<file path="src/rtl/psx_serial_uart_rx_if.sv">
// rtl/psx_serial_uart_rx_if.sv - serial line in / byte strobe out bundle for the PSX UART receiver
//   rx_pin    : raw serial line (idle high), driven by the board side
//   rx_data   : last received byte
//   rx_strobe : one-cycle pulse, new byte in rx_data
//   rx_idle   : inter-packet idle level
//   frame_err : one-cycle pulse, stop bit sampled low
//   brk       : line-break level
//   master = receiver, slave = line driver / byte consumer
interface psx_serial_uart_rx_if;
    logic       rx_pin;
    logic [7:0] rx_data;
    logic       rx_strobe;
    logic       rx_idle;
    logic       frame_err;
    logic       brk;

    modport master (
        input  rx_pin,
        output rx_data, rx_strobe, rx_idle, frame_err, brk
    );

    modport slave (
        output rx_pin,
        input  rx_data, rx_strobe, rx_idle, frame_err, brk
    );
endinterface

</file>
<file path="src/rtl/psx_serial_uart_rx.sv">
// rtl/psx_serial_uart_rx.sv - oversampling 8N1 receiver with idle, framing-error and break reporting
//   FIFO_clk : receiver clock
//   reset    : asynchronous, active-high
//   bus      : psx_serial_uart_rx_if.master (rx_pin in; rx_data, rx_strobe, rx_idle, frame_err, brk out)
//   CLK_DIV    : clock cycles per bit (8..65535)
//   IDLE_BITS  : mark bit-times before rx_idle rises (2..255)
//   BREAK_BITS : space bit-times before brk rises (11..255)
module psx_serial_uart_rx #(
    parameter int CLK_DIV    = 1250,
    parameter int IDLE_BITS  = 20,
    parameter int BREAK_BITS = 12
) (
    input  logic                         FIFO_clk,
    input  logic                         reset,
    psx_serial_uart_rx_if.master         bus
);
    localparam logic [15:0] DIV_LAST = 16'(CLK_DIV - 1);
    localparam logic [15:0] CENTRE   = 16'(CLK_DIV / 2);
    localparam logic [7:0]  IDLE_LIM = 8'(IDLE_BITS);
    localparam logic [7:0]  BRK_LIM  = 8'(BREAK_BITS);

    typedef enum logic [2:0] {
        S_IDLE,
        S_START,
        S_DATA,
        S_STOP,
        S_WAIT_MARK
    } state_t;

    state_t      state, state_nxt;
    logic        sync1, s;
    logic [15:0] bit_cnt;
    logic [2:0]  data_cnt;
    logic [7:0]  shreg;
    logic        vote_a, vote_b;
    logic [15:0] idle_tick, brk_tick;
    logic [7:0]  idle_cnt, brk_cnt;
    logic [7:0]  rx_data_q;
    logic        strobe_q, ferr_q, idle_q, brk_q;

    logic        vote, at_vote, at_end;
    logic        strobe_nxt, ferr_nxt, load_data, shift_en;

    assign bus.rx_data   = rx_data_q;
    assign bus.rx_strobe = strobe_q;
    assign bus.rx_idle   = idle_q;
    assign bus.frame_err = ferr_q;
    assign bus.brk       = brk_q;

    // Samples at centre-1 and centre are held; the third comes live at centre+1.
    assign vote    = (vote_a & vote_b) | (vote_a & s) | (vote_b & s);
    assign at_vote = (bit_cnt == CENTRE + 16'd1);
    assign at_end  = (bit_cnt == DIV_LAST);

    always_ff @(posedge FIFO_clk or posedge reset) begin
        if (reset) begin
            sync1 <= 1'b1;
            s     <= 1'b1;
        end else begin
            sync1 <= bus.rx_pin;
            s     <= sync1;
        end
    end

    always_comb begin
        state_nxt  = state;
        strobe_nxt = 1'b0;
        ferr_nxt   = 1'b0;
        load_data  = 1'b0;
        shift_en   = 1'b0;
        case (state)
            S_IDLE: begin
                if (!s) state_nxt = S_START;
            end
            S_START: begin
                // Vote point always precedes bit end, so reaching bit end means the start bit held.
                if (at_vote && vote) state_nxt = S_IDLE;
                else if (at_end)     state_nxt = S_DATA;
            end
            S_DATA: begin
                shift_en = at_vote;
                if (at_end && data_cnt == 3'd7) state_nxt = S_STOP;
            end
            S_STOP: begin
                // Leave at the stop-bit centre so a back-to-back start edge is not missed.
                if (at_vote) begin
                    if (vote) begin
                        state_nxt  = S_IDLE;
                        load_data  = !brk_q;
                        strobe_nxt = !brk_q;
                    end else begin
                        state_nxt = S_WAIT_MARK;
                        ferr_nxt  = !brk_q;
                    end
                end
            end
            S_WAIT_MARK: begin
                if (s) state_nxt = S_IDLE;
            end
            default: state_nxt = S_IDLE;
        endcase
    end

    always_ff @(posedge FIFO_clk or posedge reset) begin
        if (reset) begin
            state     <= S_IDLE;
            bit_cnt   <= 16'd0;
            data_cnt  <= 3'd0;
            shreg     <= 8'd0;
            vote_a    <= 1'b0;
            vote_b    <= 1'b0;
            rx_data_q <= 8'd0;
            strobe_q  <= 1'b0;
            ferr_q    <= 1'b0;
        end else begin
            state    <= state_nxt;
            strobe_q <= strobe_nxt;
            ferr_q   <= ferr_nxt;

            if (state == S_IDLE || state == S_WAIT_MARK || state_nxt == S_IDLE || at_end)
                bit_cnt <= 16'd0;
            else
                bit_cnt <= bit_cnt + 16'd1;

            if (bit_cnt == CENTRE - 16'd1) vote_a <= s;
            if (bit_cnt == CENTRE)         vote_b <= s;

            if (state == S_IDLE)
                data_cnt <= 3'd0;
            else if (state == S_DATA && at_end)
                data_cnt <= data_cnt + 3'd1;

            if (shift_en)  shreg     <= {vote, shreg[7:1]};
            if (load_data) rx_data_q <= shreg;
        end
    end

    // Idle timer: whole bit-times of mark seen while waiting for a start bit.
    always_ff @(posedge FIFO_clk or posedge reset) begin
        if (reset) begin
            idle_tick <= 16'd0;
            idle_cnt  <= 8'd0;
            idle_q    <= 1'b1;
        end else begin
            if (state != S_IDLE || !s) begin
                idle_tick <= 16'd0;
                idle_cnt  <= 8'd0;
            end else if (idle_cnt != IDLE_LIM) begin
                if (idle_tick == DIV_LAST) begin
                    idle_tick <= 16'd0;
                    idle_cnt  <= idle_cnt + 8'd1;
                end else begin
                    idle_tick <= idle_tick + 16'd1;
                end
            end

            if (state == S_IDLE && !s)
                idle_q <= 1'b0;
            else if (idle_cnt == IDLE_LIM)
                idle_q <= 1'b1;
        end
    end

    // Break detector: whole bit-times of continuous space, independent of frame state.
    always_ff @(posedge FIFO_clk or posedge reset) begin
        if (reset) begin
            brk_tick <= 16'd0;
            brk_cnt  <= 8'd0;
            brk_q    <= 1'b0;
        end else if (s) begin
            brk_tick <= 16'd0;
            brk_cnt  <= 8'd0;
            brk_q    <= 1'b0;
        end else begin
            if (brk_cnt != BRK_LIM) begin
                if (brk_tick == DIV_LAST) begin
                    brk_tick <= 16'd0;
                    brk_cnt  <= brk_cnt + 8'd1;
                end else begin
                    brk_tick <= brk_tick + 16'd1;
                end
            end
            if (brk_cnt == BRK_LIM) brk_q <= 1'b1;
        end
    end
endmodule

</file>
<file path="src/flat_wrapper.sv">
// flat-port wrapper written by rule: the top's interface ports become plain ports
module psx_serial_uart_rx_flat 
#(
    parameter int CLK_DIV    = 1250,
    parameter int IDLE_BITS  = 20,
    parameter int BREAK_BITS = 12
)
  (FIFO_clk, reset, bus_rx_pin, bus_rx_data, bus_rx_strobe, bus_rx_idle, bus_frame_err, bus_brk);
  psx_serial_uart_rx_if bus_i ();
  input  logic FIFO_clk;
  input  logic reset;
  input wire logic [$bits(bus_i.rx_pin)-1:0] bus_rx_pin;
  output wire logic [$bits(bus_i.rx_data)-1:0] bus_rx_data;
  output wire logic [$bits(bus_i.rx_strobe)-1:0] bus_rx_strobe;
  output wire logic [$bits(bus_i.rx_idle)-1:0] bus_rx_idle;
  output wire logic [$bits(bus_i.frame_err)-1:0] bus_frame_err;
  output wire logic [$bits(bus_i.brk)-1:0] bus_brk;
  assign bus_i.rx_pin = bus_rx_pin;
  assign bus_rx_data = bus_i.rx_data;
  assign bus_rx_strobe = bus_i.rx_strobe;
  assign bus_rx_idle = bus_i.rx_idle;
  assign bus_frame_err = bus_i.frame_err;
  assign bus_brk = bus_i.brk;
  psx_serial_uart_rx #(.CLK_DIV(CLK_DIV), .IDLE_BITS(IDLE_BITS), .BREAK_BITS(BREAK_BITS)) u_core (.FIFO_clk(FIFO_clk), .reset(reset), .bus(bus_i));
endmodule
</file>
<file path="config.mk">
export PLATFORM = sky130hd
export DESIGN_NAME = psx_serial_uart_rx_flat
export DESIGN_NICKNAME = d
export VERILOG_FILES = /design/src/rtl/psx_serial_uart_rx_if.sv /design/src/rtl/psx_serial_uart_rx.sv /design/src/flat_wrapper.sv
export SDC_FILE = /design/constraint.sdc
export NUM_CORES = 1
export LEC_CHECK = 0
export ABC_AREA = 1
export BUFFER_PORTS_ARGS = -buffer_cell sky130_fd_sc_hd__buf_2
export CORE_MARGIN = 2
export CORE_UTILIZATION = 50
export DETAILED_ROUTE_END_ITERATION = 8
export PLACE_DENSITY = 0.66
export SYNTH_ARGS = -nofsm -noshare
export SYNTH_HDL_FRONTEND = slang
export SYNTH_SLANG_ARGS = --single-unit
</file>
<file path="constraint.sdc">
create_clock -name FIFO_clk -period 4.2 [get_ports FIFO_clk]
set_input_delay 0.42 -clock FIFO_clk [delete_from_list [all_inputs] [get_ports FIFO_clk]]
set_output_delay 0.42 -clock FIFO_clk [all_outputs]
set_load 0.02 [all_outputs]
</file>
# After elaboration in Yosys (flattened, before gate mapping)

Index checks and enable logic that the tools add are counted.
W data, S select, Z words.

Multiplexer cells: 34
Reductions and logical operators: 22
Bitwise operators: 5
Add/subtract/negate cells: 6
Equality and inequality tests: 15

Operators with widths:

| cell                    | number |
|---|---|
| $mux W16                | 7 |
| $add A16 B1 Y16 const B | 3 |
| $eq A16 B10 Y1 const B  | 3 |
| $eq A16 B11 Y1 const B  | 3 |
| $mux W8                 | 6 |
| $mux W3                 | 9 |
| $add A8 B1 Y8 const B   | 2 |
| $pmux W3 S5             | 1 |
| $reduce_bool A2 Y1      | 7 |
| $mux W1                 | 11 |
| $eq A8 B4 Y1 const B    | 1 |
| $eq A8 B5 Y1 const B    | 1 |
| $ne A8 B4 Y1 const B    | 1 |
| $ne A8 B5 Y1 const B    | 1 |
| $eq A3 B2 Y1 const B    | 2 |
| $eq A3 B3 Y1 const B    | 2 |
| $logic_not A3 Y1        | 2 |
| $logic_and A1 B1 Y1     | 4 |
| $logic_or A1 B1 Y1      | 4 |
| $reduce_and A2 Y1       | 2 |
| $add A3 B1 Y3 const B   | 1 |
| $and A1 B1 Y1           | 3 |
| $eq A3 B1 Y1 const B    | 1 |
| $reduce_bool A3 Y1      | 1 |
| 2 further kinds         | 4 |

Output and inout port bits: 12
Input port bits: 3
Register bits: 94
Word-level logic and storage cells: 99

# Longest topological paths before layout

Gate-level depths: netlist (run 1).

Depth after elaboration: 10
Gate-level depth with buffers: 12
Gate-level depth less buffers: 11

# Worst setup path after synthesis (run 1)

OpenSTA, ideal clock, no wires.

Kind: register to register
Start: register u_core.bit_cnt[0]
End: register u_core.bit_cnt[5]
Path buffers: 1
Cell stages (with the launch flop): 13
Clock period less this slack: 1.655 ns
Setup time: 0.127 ns
Data required time: 4.073 ns
Data arrival time: 1.527 ns
Slack: 2.545 ns
Path through: dfrtp_1 > inv_1 > ha_1 > nand2_1 > inv_1 > nand2_2 > nor2_4 > nor2_1 > nor2_2 > nand2_1 > nor2_4 > buf_6 > nor3_2

Longest elaborated chain between the ends: 8
Elaborated cells on any way between the ends: 14
Those cells by class: add/sub (1); eq/ne (2); mux (6); reduce/logical (5)

RTL lines:

| item                                             | RTL line                                           | text |
|---|---|---|
| start, declared                                  | psx_serial_uart_rx.sv:32                           | `logic [15:0] bit_cnt;` |
| start signal, assigned                           | psx_serial_uart_rx.sv:123                          | `bit_cnt <= bit_cnt + 16'd1;` |
| $eq A16 B11 Y1 or $eq A16 B10 Y1 (tied branches) | psx_serial_uart_rx.sv:53, psx_serial_uart_rx.sv:52 |  |
| $mux W3 (tied with other cells)                  | psx_serial_uart_rx.sv:78                           | `else if (at_end) state_nxt = S_DATA;` |
| $mux W3 (on tied branches)                       | psx_serial_uart_rx.sv:77, psx_serial_uart_rx.sv:82 |  |
| $pmux W3 S5                                      | psx_serial_uart_rx.sv:71                           | `case (state)` |
| $logic_not A3 Y1                                 | psx_serial_uart_rx.sv:120                          | `if (state == S_IDLE \|\| state == S_WAIT_MARK \|\| state_nxt == S_IDLE \|\| at_end)` |
| $logic_or A1 B1 Y1 (2 in a row)                  | psx_serial_uart_rx.sv:120                          |  |
| $mux W16 (*)                                     | psx_serial_uart_rx.sv:120                          |  |

Mark *: on every way between the ends. The rest lies on a longest branch, timed or not.
A chain may end at the register's enable or synchronous reset.

# Worst setup path in the final report (run 1)

Start: register u_core.s
End: register u_core.idle_tick[14]

Longest elaborated chain between the ends: 3
Elaborated cells on any way between the ends: 4
Those cells by class: mux (1); reduce/logical (3)

RTL lines:

| item                                           | RTL line                  | text |
|---|---|---|
| start, declared                                | psx_serial_uart_rx.sv:31  | `logic sync1, s;` |
| start signal, assigned                         | psx_serial_uart_rx.sv:61  | `s <= sync1;` |
| $logic_not A1 Y1 (*)                           | --                        |  |
| $logic_or A1 B1 Y1 (*)                         | psx_serial_uart_rx.sv:145 | `if (state != S_IDLE \|\| !s) begin` |
| $mux W16 or $reduce_bool A2 Y1 (tied branches) | --                        |  |
| end signal, assigned                           | psx_serial_uart_rx.sv:153 | `idle_tick <= idle_tick + 16'd1;` |
| end, declared                                  | psx_serial_uart_rx.sv:36  | `logic [15:0] idle_tick, brk_tick;` |

Marked as above.

==> out/summary.md, run 1 <==
Setup repair after global routing left no endpoint under its margin. Summing over every cut layer, the via total after detailed routing is 4214. The number of buffers inserted to repair setup after CTS was 0; the fraction of power spent switching nets was 0.229. Across all register-to-register paths, the minimum setup slack is 1950 ps. The detailed router finished its first iteration with 208 violations. The post-synthesis instance total is 650, and the post-detailed-route via-to-cell ratio is 5.22.

The worst-case hold slack was 139 ps. The most used flip-flop cell after synthesis was dfrtp_1. The worst setup path is launched from a register.

The fraction of synthesized cell area taken by the top area cell type is 0.442. Max-cap violations in this run came to 0. The combinational power share is 0.027. The cell at the root of the clock tree was clkbuf_8.

The die covers 11100 sq um. The logs give 0.880 for the routability congestion estimate and 0.486 for the headroom to the max-slew limit. The final cycle utilization of the critical path was 0.536; the detailed-routing iteration count for the pre-antenna-repair pass was 5.

The run gives 444 MHz as the highest attainable clock frequency. The clock net sink count was 94. The worst slack after detailed placement is 2000 ps.

The clock reaches the later pin of the worst-skew pair after 370 ps. After detailed routing, the number of remaining DRC violations is 0. The post-route antenna net violation count is 0, and the count of distinct cell types in the synthesized netlist is 34. The critical path goes through nand4_2 > nor2_4 > inv_1 > o21ai_2 > o21ai_0 > a21oi_1. The largest single stage delay on the critical path is 680 ps. Setup slack on the critical path of the routed design comes to 1950 ps. The number of buffer and inverter instances along the worst setup path came out at 1.

The logs give 5560 sq um for the final non-filler cell area and 15 for the top-level port count. The top cell types in the final layout, fill and taps aside, are nand2_1, dfrtp_1, inv_1. Entering global routing, the biggest net connects 64 pins. The run gives 0.506 as the initial standard-cell utilization of the core. Buffers inserted during clock tree synthesis total 9. The mean cell area of the mapped netlist is 7.92 sq um. The logs give 0.546 for the core utilization of the finished layout and 0 ps for the final sum of negative setup slack. Detailed placement finished with a half-perimeter wire length of 7230 microns. The proportion of register bits with asynchronous set or reset after synthesis was 1.00. The count of buffers added on input and output ports is 14. After synthesis, the cell types taking the most area are dfrtp_1, nand2_1, inv_1, o21ai_0, nor2_1.

The clock period minus final worst setup slack is 2250 ps. Data on the critical path is required at its endpoint by 4500 ps. Summed over all nets, the switching power comes to 0.000374 W. The total wire length after detailed routing is 10100 microns. The run gives 2.48 nW as the leakage power summed over all cells. The synthesized net count is 667.

The tools report the sequential-to-total area share from yosys stat as 0.457. After detailed routing, the average wire length per cell comes to 12.5 microns. The number of enable flip-flop cells after synthesis was 0. Along the worst path, the maximum fanout reaches 17. Antenna diode count: 0. Commonest non-fill, non-tap cell in the layout: nand2_1. Relative to the synthesized area, the layout overhead comes to 7.99%. The synthesized design contains 94 register bits. The clock share of power was 0.411; the sequential fraction of design power was 0.562. The H-tree was split into 3 levels. The fraction of layout instances using a drive strength above 1 came out at 0.0939. Yosys printed 0 warnings.

The number of hold-slack violations in the final timing report was 0; the placement-stage cell area was 5340 sq um. The worst clock skew is 11.3 ps, and the number of nets in the finished design is 683. The total power per unit cell area was 294 nW/um^2. In this design, the largest share of critical-path delay is due to flip-flops.

By startpoint and endpoint, the worst setup path is classified as reg -> reg. The maximum vdd ir drop was 0.000201 V; the setup-violating endpoint count in the final report was 0. Slowest library cell on the worst path: dfstp_2. The first global-routing pass estimated 18200 microns of wire. The flow ran to the end, and the final reports show no timing, DRC or antenna violations.

The number of pins with negative max-slew slack in the final report is 0, and the number of instances resized during post-cts repair is 0. The logs give 37 for the cell row count and 0.00126 W for the cell-internal power. The cts-stage hold buffer count was 0.

For the arrival time of the worst setup path, the log shows 2550 ps. Global routing finished with a remaining overflow of 0. The type of the worst min-delay path is in -> reg. The die extent in y is 106 microns, and the core box area is 10200 sq um. The tools report the number of global-route vias before repair as 4065. For the pin with the worst max-slew slack, the measured transition is 771 ps. Area of the mapped netlist: 5150 sq um. The die is 106 microns wide.

Dominant cell type by area after synthesis: dfrtp_1. STA classifies the critical path endpoint as a register. TritonCTS built the clock tree. The run gives 0 as the number of antenna violations at the first check in global routing.

The clock passes through at most 2 buffers. The global-route total usage across every layer was 0.200. The clock-pin transition on the worst setup and hold timing paths was 100 ps.
per-stage QoR:
step / cells / total power, W
floorplan: 650 / 0.000970
global placement: 791 / 0.000982
CTS: 807 / 0.00166
detailed placement: 791 / 0.000984
global route: 807 / 0.00171
finish: 807 / 0.00164
final timing paths:
check	from	cells after the start	endpoint
max in group asynchronous	reset	3	u_core.s
setup / recovery	u_core.s	6	u_core.idle_tick[14]
min in group asynchronous	reset	2	u_core.idle_tick[1]
hold reg to reg	u_core.sync1	0	u_core.s
setup reg to reg	u_core.s	6	u_core.idle_tick[14]
hold / removal	bus_rx_pin	1	u_core.sync1
routing by layer:
| layer | track usage | wire length [microns] |
|---|---|---|
| met4 | 0.0526 | 119 |
| met1 | 0.264 | 4900 |
| met5 | 0 | 0 |
| met2 | 0.330 | 4750 |
| met3 | 0.0489 | 349 |
synth_stat cells, drive strengths merged, types with 2 or more instances:
master,count
nand2,144
inv,93
dfrtp,91
nor2,67
o21ai,56
nor3,51
nand3,41
nand4,29
xor2,23
a21oi,15
ha,14
buf,8
dfstp,3
o31ai,3
clkbuf,2
nand3b,2
o22ai,2
registers in the layout (all words and copies together) (netlist names), 8 cells and up:
| register | cells |
|---|---|
| u_core.brk_tick | 16 |
| u_core.idle_cnt | 8 |
| u_core.bit_cnt | 16 |
| u_core.idle_tick | 16 |
| u_core.shreg | 8 |
| u_core.brk_cnt | 8 |
| u_core.bus.rx_data | 8 |
power by group through the flow:
stage          clock (W)  combinational, W  sequential, W
3_5_place_dp           0         0.0000460       0.000938
5_1_grt         0.000737         0.0000537       0.000922
6_report        0.000672         0.0000439       0.000920
2_1_floorplan          0         0.0000348       0.000935
4_1_cts         0.000691         0.0000460       0.000920
3_3_place_gp           0         0.0000447       0.000938
kinds of logic after synthesis:
| family | after synthesis | synth area share |
|---|---|---|
| AOI/OAI and AO/OA | 78 | 0.0802 |
| xor gates and xnor gates | 24 | 0.0408 |
| adders and majority gates | 14 | 0.0340 |
| buffers and inverters | 104 | 0.0799 |
| DFF | 94 | 0.457 |
| and+or+nand+nor | 336 | 0.308 |
area by class of cell:
| type | instances | area, sq um |
|---|---|---|
| fillers | 997 | 4620 |
| inverters | 94 | 355 |
| repair buffers | 15 | 77.6 |
| multi-input cells | 452 | 2380 |
| well taps | 136 | 170 |
| clock inverters | 6 | 92.6 |
| flip-flops and latches | 94 | 2360 |
| clock buffers | 10 | 128 |
No activity file was read; power rests on OpenSTA's default activity.
==> inputs of run 2 (changes only) <==
==> constraint.sdc (replaced) <==
create_clock -name FIFO_clk -period 2.1 [get_ports FIFO_clk]
set_input_delay 0.21 -clock FIFO_clk [delete_from_list [all_inputs] [get_ports FIFO_clk]]
set_output_delay 0.21 -clock FIFO_clk [all_outputs]
set_load 0.02 [all_outputs]
==> run 2 against run 1 <==
  * Final cell count is 1.7% higher
  * Highest routed layer unchanged
  * Power is 90% higher
  * Largest power group unchanged
  * Largest cell class unchanged
  * Clock power up 74%
==> out/summary.md, run 2 (synthesis results as in run 1) <==
The flow ran to the end, and the final reports show no timing, DRC or antenna violations. The run gives 0 (unchanged) as the number of hold-slack violations in the final timing report. The antenna diode count was 0 (unchanged). The via count was 4281 (+1.6%). The maximum fanout along the worst path works out to 13 (-4). The depth of the worst register-to-register path was 7 (+1); the top-level port count was 15 (unchanged).

The top cell types in the final layout, fill and taps aside, are nand2_1, dfrtp_1, inv_1. The number of global-route vias before repair is 4127 (+1.5%), and the number of pins with negative max-slew slack in the final report is 0 (unchanged). The initial standard-cell utilization of the core was 0.506 (unchanged). The required time of the worst setup path is 2410 ps (-2090 ps), and the residual DRC count is 0 (unchanged).

The headroom to the max-slew limit was 0.576 (+0.0902). The routability congestion estimate was 0.926 (+5.3%); the leakage power summed over all cells was 2.54 nW (+2.3%). The arrival time of the worst setup path is 2240 ps (-310 ps), and the total wire length after detailed routing is 10500 microns (+3.3%). The worst setup margin is 167 ps (-1780 ps), and the aggregate global routing overflow is 0 (unchanged).

The worst setup path is of the reg -> reg kind. The placement-stage cell area is 5420 sq um (+1.5%), and the final routed wire length divided by cell count is 12.7 microns (+1.6%). For the wire length of the first global-routing pass, the log shows 18700 microns (+2.2%). The maximum vdd ir drop is 0.000356 V (+77%). The worst setup path is captured at a register. The growth of design area from synthesis to finish was 9.96%. The worst setup path is launched from a register. The clock-pin transition on the worst setup and hold timing paths was 100 ps (about the same); the die span in x was 106 microns (unchanged). The logs give 2 (unchanged) for the clock tree buffer depth and 697 (+2.0%) for the number of nets in the finished design. The worst slack after detailed placement is 162 ps (-1830 ps), and the final HPWL from detailed placement is 7600 microns (+5.2%). The fraction of layout instances using a drive strength above 1 works out to 0.114 (+0.0200). Number of buffer and inverter instances along the worst setup path: 2 (+1). The total power per unit cell area is 549 nW/um^2 (+87%), and the core box area is 10200 sq um (unchanged). The combined area of the multi-input logic cells came out at 2390 sq um (+0.10%).

The count of fill cells added during filler insertion was 965 (-3.2%); the count of maximum capacitance violations was 0 (unchanged). The logic depth of the worst path, buffers included was 7 (+1). The tools report the cell at the root of the clock tree as clkbuf_8. Type of the worst min-delay path: in -> async. The largest net degree at the start of global routing is 59 (-7.8%), and the number of antenna violations at the first check in global routing is 0 (unchanged). Final non-filler cell area: 5660 sq um (+1.8%).

The sequential cell area in the final layout was 2360 sq um (unchanged); the final cycle utilization of the critical path was 0.920 (+0.384). The critical path goes through clkinvlp_4 > nand4_2 > buf_4 > nand4_1 > o21ai_0 > nand2_1 > nor2_1. The clock insertion delay at the later pin of the skew report is 370 ps (about the same).

The highest attainable clock frequency was 517 MHz (+17%). The longest individual stage delay on the worst path is 720 ps (+40 ps), and the clock buffer count from CTS is 9 (unchanged). The run gives 0 (unchanged) as the post-route antenna net violation count. The clock period minus final worst setup slack works out to 1930 ps (-319 ps).

Floorplan die area: 11100 sq um (unchanged). For the cell row count, the log shows 37 (unchanged). The slew at the pin with the worst max-slew slack was 630 ps (-141 ps). The logs give 94 (unchanged) for the clock net sink count and 7.86 ps (-3.44 ps) for the worst clock skew. The final sum of negative setup slack was 0 ps (unchanged); the number of levels the H-tree was split into was 3 (unchanged).

TritonCTS built the clock tree. The slowest library cell on the worst path was dfstp_2. In the final layout, the registers with the most flip-flops are u_core.bit_cnt (16), u_core.brk_tick (16), u_core.idle_tick (16). The largest delay contributor family on the critical path was flip-flops. The die extent in y works out to 106 microns (unchanged). The logs give 5 (unchanged) for the detailed-routing iteration count for the pre-antenna-repair pass and 0 (unchanged) for the setup-violating endpoint count in the final report. The commonest non-fill, non-tap cell in the layout is nand2_1. The total of buffers placed on input and output ports works out to 14 (unchanged). The run gives 257 (+24%) as the starting DRC count in detailed routing. The post-detailed-route via-to-cell ratio is 5.21 (-0.14%), and the global-route total usage across every layer is 0.205 (+0.00483).
-- run 2: area by class of cell --
type / count / area share
clock buffers: 9 / 0.0219
clock inverters: 7 / 0.0119
inverters: 94 / 0.0636
multi-input cells: 452 / 0.421
flip-flops and latches: 94 / 0.416
well taps: 136 / 0.0300
repair buffers: 29 / 0.0353
-- run 2: timing repair --
item,CTS,global route
hold buffers,2,0
endpoints found under the setup margin,0,3
endpoints found under the hold margin,14,0
gates resized for setup,0,2
setup buffers,0,3
-- run 2: per-layer routing --
metal	vias up	part of all wire	GRT usage
met2	74	0.49	0.336
li1	2183	-	-
met4	0	0.0064	0.0470
met1	2016	0.47	0.279
met3	8	0.035	0.0439
met5	-	0	0
-- run 2: through the flow --
step           hold slack (ps)  cells   util  total power (W)
2_1_floorplan              214    650      -          0.00194
6_report                   361    821  0.556          0.00311
3_5_place_dp               222    800  0.533          0.00197
5_1_grt                    365    821  0.556          0.00325
3_3_place_gp               217    800  0.533          0.00197
4_1_cts                    352    818  0.553          0.00315
-- run 2: path summary, 6_finish.rpt --
path / to / start / slack, ps
setup / recovery: u_core.brk_tick[12] / u_core.s / 170
hold / removal: u_core.brk_tick[10] / reset / 360
setup reg to reg: u_core.brk_tick[12] / u_core.s / 170
hold reg to reg: u_core.s / u_core.sync1 / 360
max in group asynchronous: u_core.sync1 / reset / 1080
min in group FIFO_clk: u_core.s / u_core.sync1 / 360
-- run 2: report_power, final --
group,internal [W],total (W),switching (W)
registers,0.00182,0.00184,0.0000176
clock network,0.000461,0.00117,0.000708
logic,0.0000316,0.000102,0.0000706
-- run 2: tightest hold or removal path, delay by kind of cell --
kind | cells | cell delay (ps)
buffers and inverters | 3 | 930
==> inputs of run 3 (changes only) <==
--- a/config.mk
+++ b/config.mk
@@ -7,10 +7,12 @@
 export LEC_CHECK = 0
 export ABC_AREA = 1
 export BUFFER_PORTS_ARGS = -buffer_cell sky130_fd_sc_hd__buf_2
+export CELL_PAD_IN_SITES_DETAIL_PLACEMENT = 1
+export CELL_PAD_IN_SITES_GLOBAL_PLACEMENT = 2
 export CORE_MARGIN = 2
-export CORE_UTILIZATION = 50
+export CORE_UTILIZATION = 38
 export DETAILED_ROUTE_END_ITERATION = 8
-export PLACE_DENSITY = 0.66
+export PLACE_DENSITY = 0.9
 export SYNTH_ARGS = -nofsm -noshare
 export SYNTH_HDL_FRONTEND = slang
 export SYNTH_SLANG_ARGS = --single-unit
==> run 3 against run 2 <==
  * Global-route usage down 1.4 points
  * First-iteration DRC count fell by 19%
  * Worst hold slack got worse by 2.8 ps
  * Final cell count rose by 4.6%
  * Critical endpoint is now u_core.idle_tick[6]
==> out/summary.md, run 3 (synthesis results as in run 1) <==
The tools report the global-route total usage across every layer as 0.190 (-0.0145). The tools report the maximum vdd ir drop as 0.000589 V (+65%). The tools report the final sum of negative setup slack as 0 ps (unchanged).

The run gives 4667 (+13%) as the number of global-route vias before repair. The largest registers in the layout are u_core.bit_cnt (16), u_core.brk_tick (16), u_core.idle_tick (16). The worst clock skew is 9.10 ps (+1.24 ps), and the number of pins with negative max-slew slack in the final report is 0 (unchanged). The run gives 14500 sq um (+30%) as the floorplan die area. The run gives 0 (unchanged) as the number of buffers inserted to repair setup after CTS.

The headroom to the max-slew limit is 0.625 (+0.0488). The final routed wire length divided by cell count was 14.7 microns (+15%). The type of the worst min-delay path was reg -> reg. TritonCTS built the clock tree. The largest net degree at the start of global routing is 81 (+37%). The growth of design area from synthesis to finish came out at 13.2%. The depth of the worst register-to-register path was 11 (+4); the number of placed instances with taps included was 841 (+5.1%). The logs give 0.832 (-10%) for the routability congestion estimate and 230 ps (+60 ps) for the register-to-register setup slack. For the starting DRC count in detailed routing, the log shows 209 (-19%).

The post-detailed-route via-to-cell ratio came out at 5.07 (-2.7%). The number of levels the H-tree was split into is 3 (unchanged), and the clock net sink count is 94 (unchanged). For the required time of the worst setup path, the log shows 2360 ps (-50 ps).

The antenna diode count is 0 (unchanged). The commonest non-fill, non-tap cell in the layout is nand2_1. The tools report the clock insertion delay at the later pin of the skew report as 350 ps (-20 ps).

The run gives 0.389 (-0.117) as the initial standard-cell utilization of the core. Count of maximum capacitance violations: 0 (unchanged). For the post-route antenna net violation count, the log shows 0 (unchanged). The final HPWL from detailed placement came out at 9190 microns (+21%). The total of buffers placed on input and output ports was 14 (unchanged); the count of placed standard cells in the final layout, fillers left out was 859 (+4.6%). The leakage power summed over all cells is 2.59 nW (+1.8%), and the via count is 4357 (+1.8%).

The tools report the placement-stage cell area as 5490 sq um (+1.3%). Number of hold-slack violations in the final timing report: 0 (unchanged). The final non-filler cell area is 5830 sq um (+2.9%), and the die extent in y is 120 microns (+14%).

The final cycle utilization of the critical path was 0.892 (-0.0287). The slew at the pin with the worst max-slew slack was 557 ps (-72.5 ps). Die span in x: 120 microns (+14%). The run gives 534 MHz (+3.2%) as the highest attainable clock frequency. The clock period minus final worst setup slack was 1870 ps (-60.4 ps). The critical path starts at u_core.idle_cnt[0]. The root buffer cell chosen for the clock tree is clkbuf_16. Setup-violating endpoint count in the final report: 0 (unchanged). The logs give 0 (unchanged) for the number of antenna violations at the first check in global routing and 2140 ps (-100 ps) for the arrival time of the worst setup path.

Setup repair after global routing left no endpoint under its margin. The fraction of layout instances using a drive strength above 1 is 0.105 (-0.00845). The aggregate global routing overflow was 0 (unchanged).

The flow ran to the end, and the final reports show no timing, DRC or antenna violations. The detailed-routing iteration count for the pre-antenna-repair pass is 4 (-1), and the maximum fanout along the worst path is 13 (unchanged). The top-level port count was 15 (unchanged); the cell count of the worst hold path was 0. The worst setup path is launched from a register. The worst flop-to-flop path endpoint is u_core.idle_tick[6]. The tools report the startpoint of the worst register-to-register path as u_core.idle_cnt[0]. The kind of critical path is reg -> reg. The run gives 12600 microns (+21%) as the total wire length after detailed routing. The worst-case hold slack is 358 ps (-2.80 ps), and the count of fill cells added during filler insertion is 1629 (+69%).

In this run the most critical hold path is launched from u_core.sync1. The clock buffer count from CTS is 9 (unchanged). The hold path endpoint was u_core.s. The residual DRC count is 0 (unchanged).

The library cells used most frequently in the layout, excluding fill and tap cells, are nand2_1, dfrtp_1, inv_1. The clock-pin transition on the worst setup and hold timing paths was 70 ps (-30 ps); the wire length of the first global-routing pass was 22200 microns (+19%). The number of nets in the finished design came out at 695 (-0.29%).

The tools report the cell row count as 42 (+14%). The clock tree buffer depth came out at 2 (unchanged). STA classifies the critical path endpoint as a register. The core box area is 13200 sq um (+30%), and the total power per unit cell area is 636 nW/um^2 (+16%).
run 3: worst max-delay path, stage by stage, from the launching register on:
cell     delay [ps]
dfrtp_1         410
inv_1           110
ha_1            150
nand2_1          50
nor2_1           80
nand2_1         150
nor2_4          230
inv_1           100
buf_4           190
nand2_1          90
nor2_1           40
nor3_1          180
run 3: power by group:
group	leakage, nW	switching [W]	total, W	internal [W]
combinational	1.16	0.0000743	0.000104	0.0000294
clock	0.146	0.000716	0.00176	0.00105
sequential	1.28	0.0000158	0.00184	0.00182
total	2.59	0.000806	0.00371	0.00290
run 3: how the worst max path moves through the flow:
stage,slack (ps),to,cells past startpoint
after floorplan,450,u_core.bit_cnt[5],12
after global placement,360,u_core.idle_cnt[0],9
after detailed placement,250,u_core.idle_tick[6],11
after CTS,200,u_core.idle_tick[6],11
after global routing,10,u_core.idle_tick[6],11
final,230,u_core.idle_tick[6],11
run 3: stage by stage:
step | total power [W] | setup slack (ps) | utilization
after detailed placement | 0.00198 | 247 | 0.415
after global placement | 0.00197 | 358 | 0.415
final | 0.00371 | 227 | 0.440
after global routing | 0.00385 | 14.7 | 0.440
after floorplan | 0.00194 | 445 | -
after CTS | 0.00376 | 200 | 0.440
run 3: routing by layer:
metal	vias up	part of all wire	global-route usage
li1	2164	-	-
met2	34	0.49	0.329
met1	2148	0.47	0.236
met4	0	0.010	0.0458
met3	11	0.026	0.0505
met5	-	0	0
run 3: repair_timing:
action                    CTS  global route
resized for setup           0             0
hold buffers                2             0
hold endpoints to repair   15             0
run 3: final cells by class:
cell class                 instances  area (sq um)  share of cell area
sequential                        94          2360               0.404
tap                              176           220              0.0378
multi-input combinational        452          2380               0.409
timing repair buffer              27           198              0.0339
inverter                          94           357              0.0612
clock buffer                      11           233              0.0399
clock inverter                     5          83.8              0.0144
